--- src/rtl/hdmi_pkg.sv ---
// Shared TMDS definitions: control symbols, symbol width and the serializer state type.
package hdmi_pkg;

  localparam int TMDS_W = 10;

  localparam logic [TMDS_W-1:0] CTRL0 = 10'b1101010100;
  localparam logic [TMDS_W-1:0] CTRL1 = 10'b0010101011;
  localparam logic [TMDS_W-1:0] CTRL2 = 10'b0101010100;
  localparam logic [TMDS_W-1:0] CTRL3 = 10'b1010101011;

  typedef enum logic [1:0] {
    ST_IDLE  = 2'd0,
    ST_PRIME = 2'd1,
    ST_RUN   = 2'd2
  } ser_state_e;

endpackage

--- src/rtl/tmds_shift_lane.sv ---
// One TMDS symbol shift register: parallel load, LSB-first right shift, otherwise cleared.
module tmds_shift_lane
  import hdmi_pkg::*;
(
  input  logic              clk,
  input  logic              rst_n,
  input  logic              load,
  input  logic              shift,
  input  logic [TMDS_W-1:0] d,
  output logic              q
);

  logic [TMDS_W-1:0] sr;

  // Anything other than load/shift zeroes the lane so the pin idles low.
  always_ff @(posedge clk or negedge rst_n) begin
    if (!rst_n) begin
      sr <= '0;
    end else if (load) begin
      sr <= d;
    end else if (shift) begin
      sr <= {1'b0, sr[TMDS_W-1:1]};
    end else begin
      sr <= '0;
    end
  end

  assign q = sr[0];

endmodule

--- src/rtl/tmds_serializer.sv ---
// Bit-clock TMDS serializer: per-channel shift lanes, pixel strobe, clock-channel pattern, underrun flag.
//
//   state    | meaning
//   ---------+------------------------------------------------------
//   ST_IDLE  | no output activity, waiting for en
//   ST_PRIME | one-cycle first capture of din
//   ST_RUN   | serializing; phase 0..9, recapture at phase 9 if en
module tmds_serializer
  import hdmi_pkg::*;
#(
  parameter int CHANNELS = 3,
  parameter int WORD     = 10
) (
  input  logic                     clk,
  input  logic                     rst_n,
  input  logic                     en,
  input  logic [CHANNELS*WORD-1:0] din,
  input  logic                     din_valid,
  output logic                     pix_stb,
  output logic [CHANNELS-1:0]      tx_data,
  output logic                     tx_clk,
  output logic                     underrun,
  input  logic                     clr_underrun
);

  ser_state_e state, state_nx;
  logic [3:0] phase, phase_nx;
  logic       capture;
  logic       shift;
  logic       last;

  assign last = (phase == 4'd9);

  always_ff @(posedge clk or negedge rst_n) begin
    if (!rst_n) begin
      state <= ST_IDLE;
      phase <= 4'd0;
    end else begin
      state <= state_nx;
      phase <= phase_nx;
    end
  end

  always_comb begin
    state_nx = state;
    phase_nx = 4'd0;
    capture  = 1'b0;
    case (state)
      ST_IDLE: begin
        if (en) state_nx = ST_PRIME;
      end
      ST_PRIME: begin
        capture  = 1'b1;
        state_nx = ST_RUN;
      end
      ST_RUN: begin
        if (!last) begin
          phase_nx = phase + 4'd1;
        end else if (en) begin
          capture = 1'b1;
        end else begin
          state_nx = ST_IDLE;
        end
      end
      default: state_nx = ST_IDLE;
    endcase
  end

  // Phase 9 without capture falls through to clear, emptying the lanes on exit to IDLE.
  assign shift   = (state == ST_RUN) && !last;
  assign pix_stb = capture;
  assign tx_clk  = (state == ST_RUN) && (phase < 4'd5);

  for (genvar c = 0; c < CHANNELS; c++) begin : g_lane
    logic [TMDS_W-1:0] sym;
    assign sym = din_valid ? din[c*WORD +: WORD] : CTRL0;

    tmds_shift_lane u_lane (
      .clk   (clk),
      .rst_n (rst_n),
      .load  (capture),
      .shift (shift),
      .d     (sym),
      .q     (tx_data[c])
    );
  end

  always_ff @(posedge clk or negedge rst_n) begin
    if (!rst_n) begin
      underrun <= 1'b0;
    end else if (capture && !din_valid) begin
      underrun <= 1'b1;
    end else if (clr_underrun) begin
      underrun <= 1'b0;
    end
  end

endmodule

--- config.mk ---
export PLATFORM = sky130hd
export DESIGN_NAME = tmds_serializer
export DESIGN_NICKNAME = d
export VERILOG_FILES = /design/src/rtl/hdmi_pkg.sv /design/src/rtl/tmds_shift_lane.sv /design/src/rtl/tmds_serializer.sv
export SDC_FILE = /design/constraint.sdc
export NUM_CORES = 1
export LEC_CHECK = 0
export ABC_AREA = 0
export BUFFER_PORTS_ARGS = -buffer_cell sky130_fd_sc_hd__buf_2
export CAP_MARGIN = 30
export CORE_UTILIZATION = 52
export DETAILED_ROUTE_END_ITERATION = 10
export HOLD_SLACK_MARGIN = 0.12
export PLACE_DENSITY = 0.78
export SLEW_MARGIN = 20
export SYNTH_ARGS = -nofsm -noshare
export SYNTH_HDL_FRONTEND = slang
export SYNTH_SLANG_ARGS = --single-unit
--- constraint.sdc ---
create_clock -name clk -period 1.9 [get_ports clk]
set_input_delay 0.19 -clock clk [delete_from_list [all_inputs] [get_ports clk]]
set_output_delay 0.19 -clock clk [all_outputs]
set_load 0.01 [all_outputs]
==> impl_summary.md, run 1 <==
Timing
For the pin with the worst max-slew slack, the measured transition is 803 ps. The number of failing hold endpoints at the final stage is 0. Setup violations remaining at the end of the flow were counted as 0. The relative max-transition margin is 0.465. The number of pins with negative max-slew slack in the final report came to 0. The worst setup skew after layout is 5.29 ps. The post-route fraction of the period consumed by the critical path is 0.939.

The aggregate negative setup slack is 0 ps. For this run, the top clock speed supported by timing is 561 MHz. Setup repair after global routing left no endpoint under its margin. Hold is met by 135 ps. The clock period minus worst slack is 1780 ps.

Synth
The number of synthesis warnings is 0. For this run, the register share of the synthesized area comes to 0.568. In the synthesized netlist the dominant register cell turns out to be sky130_fd_sc_hd__dfrtp_1. Of all flip-flops after synthesis, the portion carrying an async set or reset was 1.00. The number of enable flip-flop cells after synthesis is 0. The commonest cells after synthesis are 37 x sky130_fd_sc_hd__dfrtp_1, 15 x sky130_fd_sc_hd__a22o_1, 14 x sky130_fd_sc_hd__nor2b_1. By instance count, the leading cell after synthesis is sky130_fd_sc_hd__dfrtp_1. After synthesis, the cell types taking the most area are sky130_fd_sc_hd__dfrtp_1 57%, sky130_fd_sc_hd__a22o_1 8.1%, sky130_fd_sc_hd__o2bb2ai_1 6.4%. Dividing the synthesized area by the synthesized cell count gives roughly 12 um2. Counting every net in the synthesized netlist gives between 150 and 200. After synthesis the netlist holds a flip-flop and latch count of 37. In this run the cell area of the synthesized design comes to 1630 um2. The share of synthesized area in the top cell type comes to 0.568. The cell taking the most area after synthesis is sky130_fd_sc_hd__dfrtp_1. Synthesis produced approximately 130 cells.

Yosys mapped the design onto 26 distinct sky130hd cell types.

GRT
The number of antenna violations at the first check in global routing is 0. Entering global routing, the biggest net connects 38 pins. The first global-routing pass estimated roughly 5.7 mm of wire. The overflow left after global routing is 0. The via count of the first global-routing pass is 1274. Across every metal layer, demand over resource in global routing totals 0.233.

Worst setup path
The worst setup path is launched from a flip-flop. For this run, the slowest stage of the critical path takes 410 ps. The worst register-to-register path ends at g_lane[1].u_lane.sr[1]$_DFF_PN0_. The critical path data required time is 1710 ps. The startpoint of the worst-slack reg-to-reg timing path is state[1]$_DFFE_PN0P_. The worst register-to-register path has a depth of 6.

The critical path goes through inv_1 > ha_4 > nand3_1 > o21a_1 > inv_1 > buf_2. The type of the worst setup path is reg2out. The most numerous cell on the critical path is sky130_fd_sc_hd__inv_1. Among all stages on the critical path, the largest delay is contributed by sky130_fd_sc_hd__dfrtp_1. Across all register-to-register paths, the minimum setup slack is 250 ps.

The data arrival time of the critical path is between 1500 and 2000 ps. The endpoint type of the worst setup path is a primary output. In this run the worst path has a maximum fanout of 4.

Floorplanning
The core outline area is around 2900 um2. The standard-cell row count is 19. The initial utilization of the core area, before any placement, comes to 0.571. From bottom edge to top edge, the die measures 58.0 um.

Measured along the x axis, the die boundary spans 58.0 um. The die outline area is 3360 um2. The number of top-level pins is 41.

Clocking
The total CTS buffers is 5. The clock root buffer is sky130_fd_sc_hd__clkbuf_4. The clock latency reported for the late side of the worst-skew pair is 330 ps. TritonCTS built the clock tree.

CTS saw 37 sinks. After clock tree synthesis, the setup repair step added 0 buffers. The longest clock path from root to sink contains 2 buffers. The clock transition at the registers of the reported paths is between 100 and 150 ps.

The H-tree generated during clock tree synthesis spans 2 levels.

Final layout
Of the cells placed in the final design, the portion with a size suffix greater than 1 is 0.298. The number of filler cells placed in the layout is 181. The repair_antennas step left the layout with diodes totalling 0.

From synthesis to final layout, the design area changed by 32.5%. The final layout contains 238 nets. The design area is 2160 um2.

Route
After the first detailed-routing iteration, the DRC count stood at 48. The routed length per placed instance is ~15 um. Detailed routing inserted a total of around 1300 vias.

For this block, the routed nets add up to 3.54 mm of wire. After detailed routing, the number of remaining DRC violations is 2. The pre-antenna-repair detailed-routing pass consisted of 9 iterations. The via density per instance is 5.49.

Once detail routing completed, the nets flagged for antenna violations numbered 0.

Worst hold path
In this run the worst hold path is classified as in2reg. The depth of the worst hold-timing path is 3. The hold-critical path endpoint is g_lane[0].u_lane.sr[2]$_DFF_PN0_. The startpoint identified for the worst hold timing path is din[2].

Power
Summed over all cells, the static leakage comes to around 1.1 nW. Across the VDD grid, the largest voltage drop is 0.744 mV. The total power per unit cell area is 1080 nW/um2.

Placed design
The half-perimeter wire length after placement is ~2.1 mm. The placed cell area is 1820 um2. The final weighted congestion of routability-driven global placement is slightly above 0.7. In this run the tool buffered the top-level ports with 40 buffer cells.

Outcome
The run finished, with violations left. The final reports fail on design-rule violations.

Run
The count of maximum capacitance violations is 0.
[cell families (layout without fill, tap and decap cells)]
| family | after synthesis | in the layout | share of synthesized area |
|---|---|---|---|
| compound gates | 37 | 37 | 0.183 |
| flops | 37 | 37 | 0.568 |
| simple gates | 31 | 31 | 0.124 |
| buf+inv | 20 | 85 | 0.0675 |
| fa+ha+maj | 6 | 6 | 0.0460 |
| xor+xnor | 1 | 1 | 0.00537 |
| mux | 1 | 1 | 0.00691 |
[registers in the layout, summed over array words and instances (netlist names)]
name and flops:
g_lane.u_lane.sr 30, underrun 1, phase 4, state 2
[worst max path at each step]
stage	start	endpoint	slack, ps	cells past startpoint
3_5_place_dp	state[0]$_DFFE_PN0P_	g_lane[0].u_lane.sr[7]$_DFF_PN0_	280	6
2_1_floorplan	state[0]$_DFFE_PN0P_	pix_stb	360	8
3_3_place_gp	state[0]$_DFFE_PN0P_	g_lane[2].u_lane.sr[3]$_DFF_PN0_	340	6
6_report	state[1]$_DFFE_PN0P_	pix_stb	120	6
4_1_cts	state[0]$_DFFE_PN0P_	pix_stb	20	6
5_1_grt	state[1]$_DFFE_PN0P_	pix_stb	2	6
[critical path, delay by kind of cell, from the launching register on]
kind	cells	cell delay, ps
flops	1	410
compound gates	1	210
simple gates	1	70
buf+inv	3	280
fa+ha+maj	1	290
[through the flow]
step,utilization,setup slack [ps],cells,total power [mW]
2_1_floorplan,-,355,133,1.59
3_3_place_gp,0.639,335,197,1.73
3_5_place_dp,0.639,280,197,1.79
4_1_cts,0.748,20.9,229,2.30
5_1_grt,0.757,2.06,229,2.49
6_report,0.757,116,229,2.34
[cells in the final DEF (no fill, tap or decap), drive strengths merged]
| cell type | n |
|---|---|
| xnor2 | 1 |
| o2bb2ai | 12 |
| dlygate4sd3 | 24 |
| and3 | 3 |
| nand3b | 1 |
| ha | 6 |
| clkinv | 1 |
| nand3 | 2 |
| buf | 44 |
| o21ai | 1 |
| a22o | 15 |
| nand2b | 1 |
| o31a | 1 |
| o22ai | 1 |
| nor2 | 2 |
| nor2b | 14 |
| a21oi | 6 |
| clkbuf | 7 |
| nand2 | 3 |
| o21a | 1 |
| inv | 9 |
| nand4bb | 1 |
| dfrtp | 37 |
| nand4 | 1 |
| mux2 | 1 |
| nor3b | 3 |
[layer usage]
layer | vias to the layer above | GRT usage | wire length (um)
met5 | - | 0 | 0
met2 | 38 | 0.407 | 1850
li1 | 597 | - | -
met3 | 4 | 0.0469 | 140
met4 | 0 | 0.0714 | 37
met1 | 619 | 0.292 | 1510
[where the power goes]
| part | internal (mW) | switching [mW] |
|---|---|---|
| combinational | 0.358 | 0.425 |
| sequential | 1.00 | 0.0946 |
| clock | 0.215 | 0.246 |
[area by class of cell]
type                       count  area (um2)  share of cell area
clock inverter                 1        5.00             0.00232
inverter                       9        33.8              0.0156
multi-input combinational     76         622               0.288
clock buffer                   7        65.1              0.0301
sequential                    37         926               0.428
timing repair buffer          68         470               0.218
tap                           31        38.8              0.0180
[timing repair]
item / 4_1_cts / 5_1_grt
hold endpoints to repair: 60 / 0
hold buffers: 24 / 0
gates resized for setup: 0 / 5
endpoints found under the setup margin: 0 / 1
(Power assumes the default switching activity.)
==> run 2: changes to the inputs <==
--- a/config.mk
+++ b/config.mk
@@ -10,8 +10,9 @@
 export CAP_MARGIN = 30
 export CORE_UTILIZATION = 52
 export DETAILED_ROUTE_END_ITERATION = 10
+export GPL_TIMING_DRIVEN = 0
 export HOLD_SLACK_MARGIN = 0.12
-export PLACE_DENSITY = 0.78
+export PLACE_DENSITY = 0.88
 export SLEW_MARGIN = 20
 export SYNTH_ARGS = -nofsm -noshare
 export SYNTH_HDL_FRONTEND = slang
==> run 2 against run 1 <==
The run still ends with design-rule violations left. Count of clock-buffer cells in the layout unchanged. Routed wire length up 11%. Sequential cell count unchanged. Cell count up 6.1%. Fmax down 2.2%. Worst setup slack worse by 39 ps. Total power up 8.1%. Non-clock buffer count up 14. Critical path type unchanged. Critical endpoint unchanged. Largest power group unchanged.
==> impl_summary.md, run 2 (same netlist as run 1, synthesis figures left out) <==
Final layout
In the layout the commonest cells are 41 x sky130_fd_sc_hd__buf_2, 37 x sky130_fd_sc_hd__dfrtp_1, 27 x sky130_fd_sc_hd__dlygate4sd3_1. The number of flip-flops in the largest register is 30 (unchanged). The number of filler cells placed in the layout is 162 (-10%). The relative area change from synthesis to final layout is 40.7%. The final net count is 252 (+5.9%).

The final standard cell count with taps included and fillers excluded is 243 (+6.1%). The share of post-route cells with drive strength above 1 was 0.335 (+0.0369). The most common library cell in the layout ignoring fill and taps is sky130_fd_sc_hd__buf_2.

The final core area utilization is 0.804 (+0.0465). In the final layout, the registers with the most flip-flops are g_lane.u_lane.sr: 30 flops, phase: 4 flops, state: 2 flops. The register with the most flip-flops in the final layout is g_lane.u_lane.sr. The antenna diode count is 0 (unchanged).

Worst setup path
The signal on the critical path passes through buf_4 > ha_4 > buf_6 > nand3_2 > o21a_1 > inv_1 > buf_2. The slowest stage of the critical path belongs to the cell sky130_fd_sc_hd__dfrtp_1. The sum of buffers and inverters on the critical path is 4 (+1). The data arrival time of the critical path is 1630 ps (+40 ps). The worst setup path is captured at a primary output. The peak per-stage delay on the critical path is 420 ps (about the same). The kind of start point of the critical path is a flip-flop. The critical path data required time is 1710 ps (about the same). Among cell families on the critical path, the largest total delay comes from buffers and inverters.

The type of the worst setup path is reg2out. The largest fanout on the critical path is 8 (+4).

Floorplanning
The height of the die came to 58.0 um (unchanged). The die span in x is 58.0 um (unchanged). The starting utilization of the core area was 0.571 (unchanged).

The standard-cell row count was 19 (unchanged). The number of top-level pins is 41 (unchanged). The die outline area came to 3360 um2 (unchanged). The core outline area is 2850 um2 (unchanged).

Timing
The highest achievable clock rate is 548 MHz (-2.2%). The clock period minus worst slack is 1820 ps (+39.5 ps). The aggregate negative setup slack is 0 ps (unchanged). The final worst hold slack is 122 ps (-13.3 ps). The final setup violation count is 0 (unchanged).

The setup slack of the critical path after layout is 76.6 ps (-39.5 ps). Setup repair after global routing left no endpoint under its margin. The worst setup skew after layout is 3.82 ps (-1.47 ps). The number of failing hold endpoints at the final stage is 0 (unchanged). The relative max-transition margin is 0.478 (+0.0137).

The slew of the pin with the lowest slew margin is 782 ps (-20.5 ps). The post-route fraction of the period consumed by the critical path is 0.960 (+0.0208). The number of pins with negative max-slew slack in the final report is 0 (unchanged).

Power
The leakage power figure is 1.17 nW (+6.5%). The total power per unit cell area is 1100 nW/um2 (+1.8%). The worst ir drop on vdd is 0.921 mV (+24%).

Route
The wire length the detailed router placed on met1 was 1.56 mm (+3.2%). The total length of routed wires was 3.93 mm (+11%). The number of design-rule violations left by the first detailed-router iteration came to 33 (-31%). The via density per instance is 5.51 (+0.38%). In this run the top signal layer used is met4. The routed length on met2 is 2.06 mm (+12%). The DRC violations left is 3 (+1). The length of the first detailed-routing pass in iterations is 7 (-2). The routed length per placed instance is 16.2 um (+4.8%). The total met3 wirelength after detailed routing is 163 um (+16%). The via count of the routed design is 1340 (+6.5%). The remaining number of nets flagged by the antenna check after routing came to 0 (unchanged).

Run
The count of maximum capacitance violations is 0 (unchanged).

Placed design
The setup slack after placement was 58.2 ps (-222 ps). The final weighted congestion of routability-driven global placement is 0.797 (+10%). The total placed cells including tap cells is 204 (+3.6%).

The number of port buffers is 40 (unchanged). The half-perimeter wire length after placement is 2.35 mm (+14%).

GRT
The number of antenna violations at the first check in global routing is 0 (unchanged). The via count of the first global-routing pass was 1472 (+16%). The aggregate global-route resource usage is 0.265 (+0.0321). The overflow left after global routing came to 0 (unchanged).

The maximum number of pins on one net before global-route repair is 38 (unchanged). The first-pass GRT wire length is 6.45 mm (+13%).

Clocking
The total clock sinks is 37 (unchanged). The clock latency reported for the late side of the worst-skew pair is 340 ps (about the same). The clock root buffer is sky130_fd_sc_hd__clkbuf_4. TritonCTS built the clock tree. The clock transition at the registers of the reported paths came to 100 ps (about the same). The number of H-tree levels is 2 (unchanged). The number of buffers between clock root and the deepest sink is 2 (unchanged). The total CTS buffers came to 5 (unchanged).

Outcome
The checks that failed: design-rule violations. The flow ran to the end, but the final reports show violations.

Worst hold path
The class of the worst hold path is in2reg.
run 2: changes by cell type in the layout (fill, tap and decap cells not counted), sizes merged:
cell         previous run  this run
buf                    44        54
clkbuf                  7         8
dlygate4sd3            24        27
run 2: cell type report:
class	instances	area, um2	share of cell area
inverters	9	33.8	0.0147
flip-flops and latches	37	926	0.404
repair buffers	73	515	0.225
multi-input cells	76	637	0.278
well taps	31	38.8	0.0169
plain buffers	9	72.6	0.0316
clock buffers	7	65.1	0.0284
clock inverters	1	5.00	0.00218
run 2: where the power goes:
part	switching, mW	internal [mW]	total [mW]
registers	0.0984	1.00	1.10
clock network	0.250	0.214	0.465
logic	0.502	0.462	0.964
total	0.851	1.68	2.53
run 2: what timing repair did:
action / 4_1_cts / 5_1_grt
pin swaps: 0 / 3
buffers inserted: 2 / 4
hold endpoints to repair: 63 / 0
resized for setup: 8 / 4
setup endpoints to repair: 1 / 1
hold buffers: 27 / 0
run 2: final timing paths:
path / startpoint / endpoint / slack [ps] / cells after the start
max: state[1]$_DFFE_PN0P_ / pix_stb / 80 / 7
min: din[26] / g_lane[2].u_lane.sr[6]$_DFF_PN0_ / 120 / 3
max reg2reg: state[1]$_DFFE_PN0P_ / g_lane[1].u_lane.sr[7]$_DFF_PN0_ / 190 / 7
min reg2reg: g_lane[1].u_lane.sr[7]$_DFF_PN0_ / g_lane[1].u_lane.sr[6]$_DFF_PN0_ / 470 / 1
max in group asynchronous: rst_n / g_lane[0].u_lane.sr[6]$_DFF_PN0_ / 950 / 2
min in group asynchronous: rst_n / phase[2]$_DFF_PN0_ / 460 / 2
run 2: tightest hold or removal path, delay by kind of cell:
kind                   cells  cell delay, ps
AO/OA/AOI/OAI              1             120
buffers and inverters      1              80
AND/OR/NAND/NOR            1              40
run 2: routing by layer:
layer,up-vias,track usage
li1,625,-
met1,643,0.300
met2,52,0.471
met3,20,0.0536
met4,0,0.139
met5,-,0
run 2: per-stage QoR:
step,total power [mW],instance area [um2]
finish,2.53,2290
global placement,1.77,1870
detailed placement,1.85,1870
floorplan,1.59,1630
global route,2.67,2290
CTS,2.45,2260
==> run 3: changes to the inputs <==
--- a/config.mk
+++ b/config.mk
@@ -8,12 +8,13 @@
 export ABC_AREA = 0
 export BUFFER_PORTS_ARGS = -buffer_cell sky130_fd_sc_hd__buf_2
 export CAP_MARGIN = 30
+export CORE_MARGIN = 10
 export CORE_UTILIZATION = 52
+export CTS_BUF_LIST = sky130_fd_sc_hd__clkbuf_4 sky130_fd_sc_hd__clkbuf_8 sky130_fd_sc_hd__clkbuf_16
 export DETAILED_ROUTE_END_ITERATION = 10
 export GPL_TIMING_DRIVEN = 0
 export HOLD_SLACK_MARGIN = 0.12
 export PLACE_DENSITY = 0.88
-export SLEW_MARGIN = 20
 export SYNTH_ARGS = -nofsm -noshare
 export SYNTH_HDL_FRONTEND = slang
 export SYNTH_SLANG_ARGS = --single-unit
==> run 3 against run 2 <==
The run now ends clean. Die area up 72%. Routed wire length up 4.1%. Clock skew up 8.6 ps. Non-clock buffer count unchanged. Largest power group unchanged.
==> impl_summary.md, run 3 (same netlist as run 1, synthesis figures left out) <==
Clocking
The clock root buffer is sky130_fd_sc_hd__clkbuf_4. The number of H-tree levels is 2 (unchanged). The clock transition at the registers of the reported paths came to 100 ps (about the same). The TritonCTS clock tree is yes.

The total clock sinks is 37 (unchanged). The clock latency reported for the late side of the worst-skew pair was 340 ps (about the same). The number of buffers between clock root and the deepest sink is 2 (unchanged). The total CTS buffers is 5 (unchanged).

Final layout
The share of post-route cells with drive strength above 1 was 0.329 (-0.00633). The relative area change from synthesis to final layout is 39.8%. The final net count is 252 (unchanged). The final core area utilization came to 0.752 (-0.0515).

Leaving out fill and tap cells, the most frequent cell in the layout is sky130_fd_sc_hd__buf_2. Counting flops per register, the top entry is g_lane.u_lane.sr. The antenna diode count is 0 (unchanged). The largest registers in the layout are g_lane.u_lane.sr: 30 flops, phase: 4 flops, state: 2 flops. The number of filler cells placed in the layout is 185 (+14%).

The top cell types in the final layout, fill and taps aside, are 41 x sky130_fd_sc_hd__buf_2, 37 x sky130_fd_sc_hd__dfrtp_1, 26 x sky130_fd_sc_hd__dlygate4sd3_1. The design area is 2280 um2 (-0.65%). The number of flip-flops in the largest register came to 30 (unchanged).

Route
The via count of the routed design is 1289 (-3.8%). The via density per instance is 5.07 (-8.0%). The routed length per placed instance is 16.1 um (-0.41%). The DRC violations left is 0 (-3). The total length of routed wires is 4.09 mm (+4.1%). The number of design-rule violations left by the first detailed-router iteration is 98 (+200%). The remaining number of nets flagged by the antenna check after routing is 0 (unchanged). The length of the first detailed-routing pass in iterations was 4 (-3).

Timing
The number of failing hold endpoints at the final stage is 0 (unchanged). The worst setup skew after layout is 12.4 ps (+8.62 ps). The highest achievable clock rate is 539 MHz (-1.7%). The slew of the pin with the lowest slew margin is 801 ps (+18.4 ps). The final setup violation count came to 0 (unchanged).

The relative max-transition margin is 0.466 (-0.0123). The clock period minus worst slack is 1850 ps (+31.5 ps). The final worst hold slack is 119 ps (-3.02 ps). The post-route fraction of the period consumed by the critical path is 0.976 (+0.0166).

The number of pins with negative max-slew slack in the final report is 0 (unchanged).

GRT
The overflow left after global routing came to 0 (unchanged). The maximum number of pins on one net before global-route repair was 38 (unchanged). The via count of the first global-routing pass came to 1400 (-4.9%). The aggregate global-route resource usage is 0.142 (-0.124).

The first-pass GRT wire length is 6.66 mm (+3.2%). The number of antenna violations at the first check in global routing came to 0 (unchanged).

Worst setup path
The sum of buffers and inverters on the critical path is 4 (unchanged). Walking the worst path, the cells encountered are inv_2 > ha_4 > nand3_1 > o21a_1 > buf_6 > inv_1 > buf_2. The endpoint type of the worst setup path is a primary output.

The highest-delay cell along the critical path is sky130_fd_sc_hd__dfrtp_1. The data arrival time of the critical path is 1660 ps (+30 ps). The kind of start point of the critical path is a flip-flop. By startpoint and endpoint, the worst setup path is classified as reg2out.

The critical path's top delay family is flip-flops. The largest fanout on the critical path is 4 (-4). The critical path data required time is 1710 ps (about the same).

The peak per-stage delay on the critical path is 390 ps (-30 ps).

Power
The part of the power in registers is 0.453 (+0.018). The worst ir drop on vdd is 0.680 mV (-26%). The total power per unit cell area is 1060 nW/um2 (-3.9%). The clock network fraction of total power was 0.154 (-0.030).

The internal cell power is 1.60 mW (-4.5%). The post-route total power was 2.41 mW (-4.6%). The switching portion of total power was 0.336 (-0.000646).

The leakage power figure is 1.16 nW (-1.0%). The switching power of the nets came to 0.810 mW (-4.7%). The portion of total power attributed to combinational logic came to 0.393 (+0.012).

Floorplanning
The number of top-level pins came to 41 (unchanged). The height of the die is 76.0 um (+31%). The die span in x is 76.0 um (+31%). The standard-cell row count is 20 (+1). The starting utilization of the core area is 0.538 (-0.0331).

The core outline area is 3030 um2 (+6.1%). The die outline area was 5780 um2 (+72%).

Worst hold path
The worst hold path belongs to the class in2reg.

Outcome
The flow ran to the end, and the final reports show no timing, DRC or antenna violations.

Run
The count of maximum capacitance violations is 0 (unchanged).

Placed design
The number of port buffers is 40 (unchanged). The final weighted congestion of routability-driven global placement is 0.778 (-2.4%). The half-perimeter wire length after placement is 2.48 mm (+5.9%). The placed cell area was 1890 um2 (+0.87%).
==> run 3: area by class of cell <==
cell class,instances,area (um2),share of cell area
well taps,44,55.1,0.0242
flip-flops and latches,37,926,0.406
clock inverters,1,5.00,0.00220
multi-input cells,76,632,0.277
plain buffers,10,83.8,0.0368
clock buffers,5,37.5,0.0165
inverters,9,33.8,0.0148
repair buffers,72,505,0.222
==> run 3: repair_timing <==
| item | CTS | global route |
|---|---|---|
| setup buffers | 1 | 5 |
| resized for setup | 5 | 6 |
| setup endpoints to repair | 1 | 1 |
| endpoints found under the hold margin | 62 | 0 |
| hold buffers | 26 | 0 |
==> run 3: layer usage <==
layer	wire, um	vias up	track usage
met5	0	-	0
met4	82	0	0.0587
met3	188	9	0.0460
met2	2110	34	0.241
met1	1720	624	0.158
li1	-	622	-
==> run 3: metrics by stage <==
step           std cells  TNS (ps)  worst slack, ps
5_1_grt              254     -25.2            -25.2
6_report             254         0             45.1
3_3_place_gp         217         0              172
4_1_cts              249         0             21.6
2_1_floorplan        133         0              355
3_5_place_dp         217         0             65.6
==> run 3: final timing paths <==
kind,start,to,slack [ps],cells after the start
worst min register to register,g_lane[0].u_lane.sr[5]$_DFF_PN0_,g_lane[0].u_lane.sr[4]$_DFF_PN0_,470,1
max in group asynchronous,rst_n,g_lane[2].u_lane.sr[7]$_DFF_PN0_,920,2
worst max-delay path,state[0]$_DFFE_PN0P_,pix_stb,50,7
worst max register to register,state[0]$_DFFE_PN0P_,g_lane[1].u_lane.sr[1]$_DFF_PN0_,130,8
min in group asynchronous,rst_n,g_lane[0].u_lane.sr[1]$_DFF_PN0_,460,2
worst min-delay path,din[18],g_lane[1].u_lane.sr[8]$_DFF_PN0_,120,3
==> run 3: worst register-to-register path, stage by stage, from the launching register on <==
cell and delay (ps):
sky130_fd_sc_hd__dfrtp_1 410, sky130_fd_sc_hd__inv_2 130, sky130_fd_sc_hd__ha_4 140, sky130_fd_sc_hd__buf_6 90
sky130_fd_sc_hd__buf_4 120, sky130_fd_sc_hd__nand4_1 90, sky130_fd_sc_hd__o21ai_2 290, sky130_fd_sc_hd__buf_2 280
sky130_fd_sc_hd__a22o_1 160
==> run 3: power groups by stage <==
stage / clock network [mW] / logic (mW) / registers [mW]
2_1_floorplan: 0 / 0.514 / 1.08
3_3_place_gp: 0 / 0.684 / 1.09
3_5_place_dp: 0 / 0.731 / 1.10
4_1_cts: 0.378 / 0.803 / 1.09
5_1_grt: 0.403 / 1.03 / 1.12
6_report: 0.372 / 0.949 / 1.09
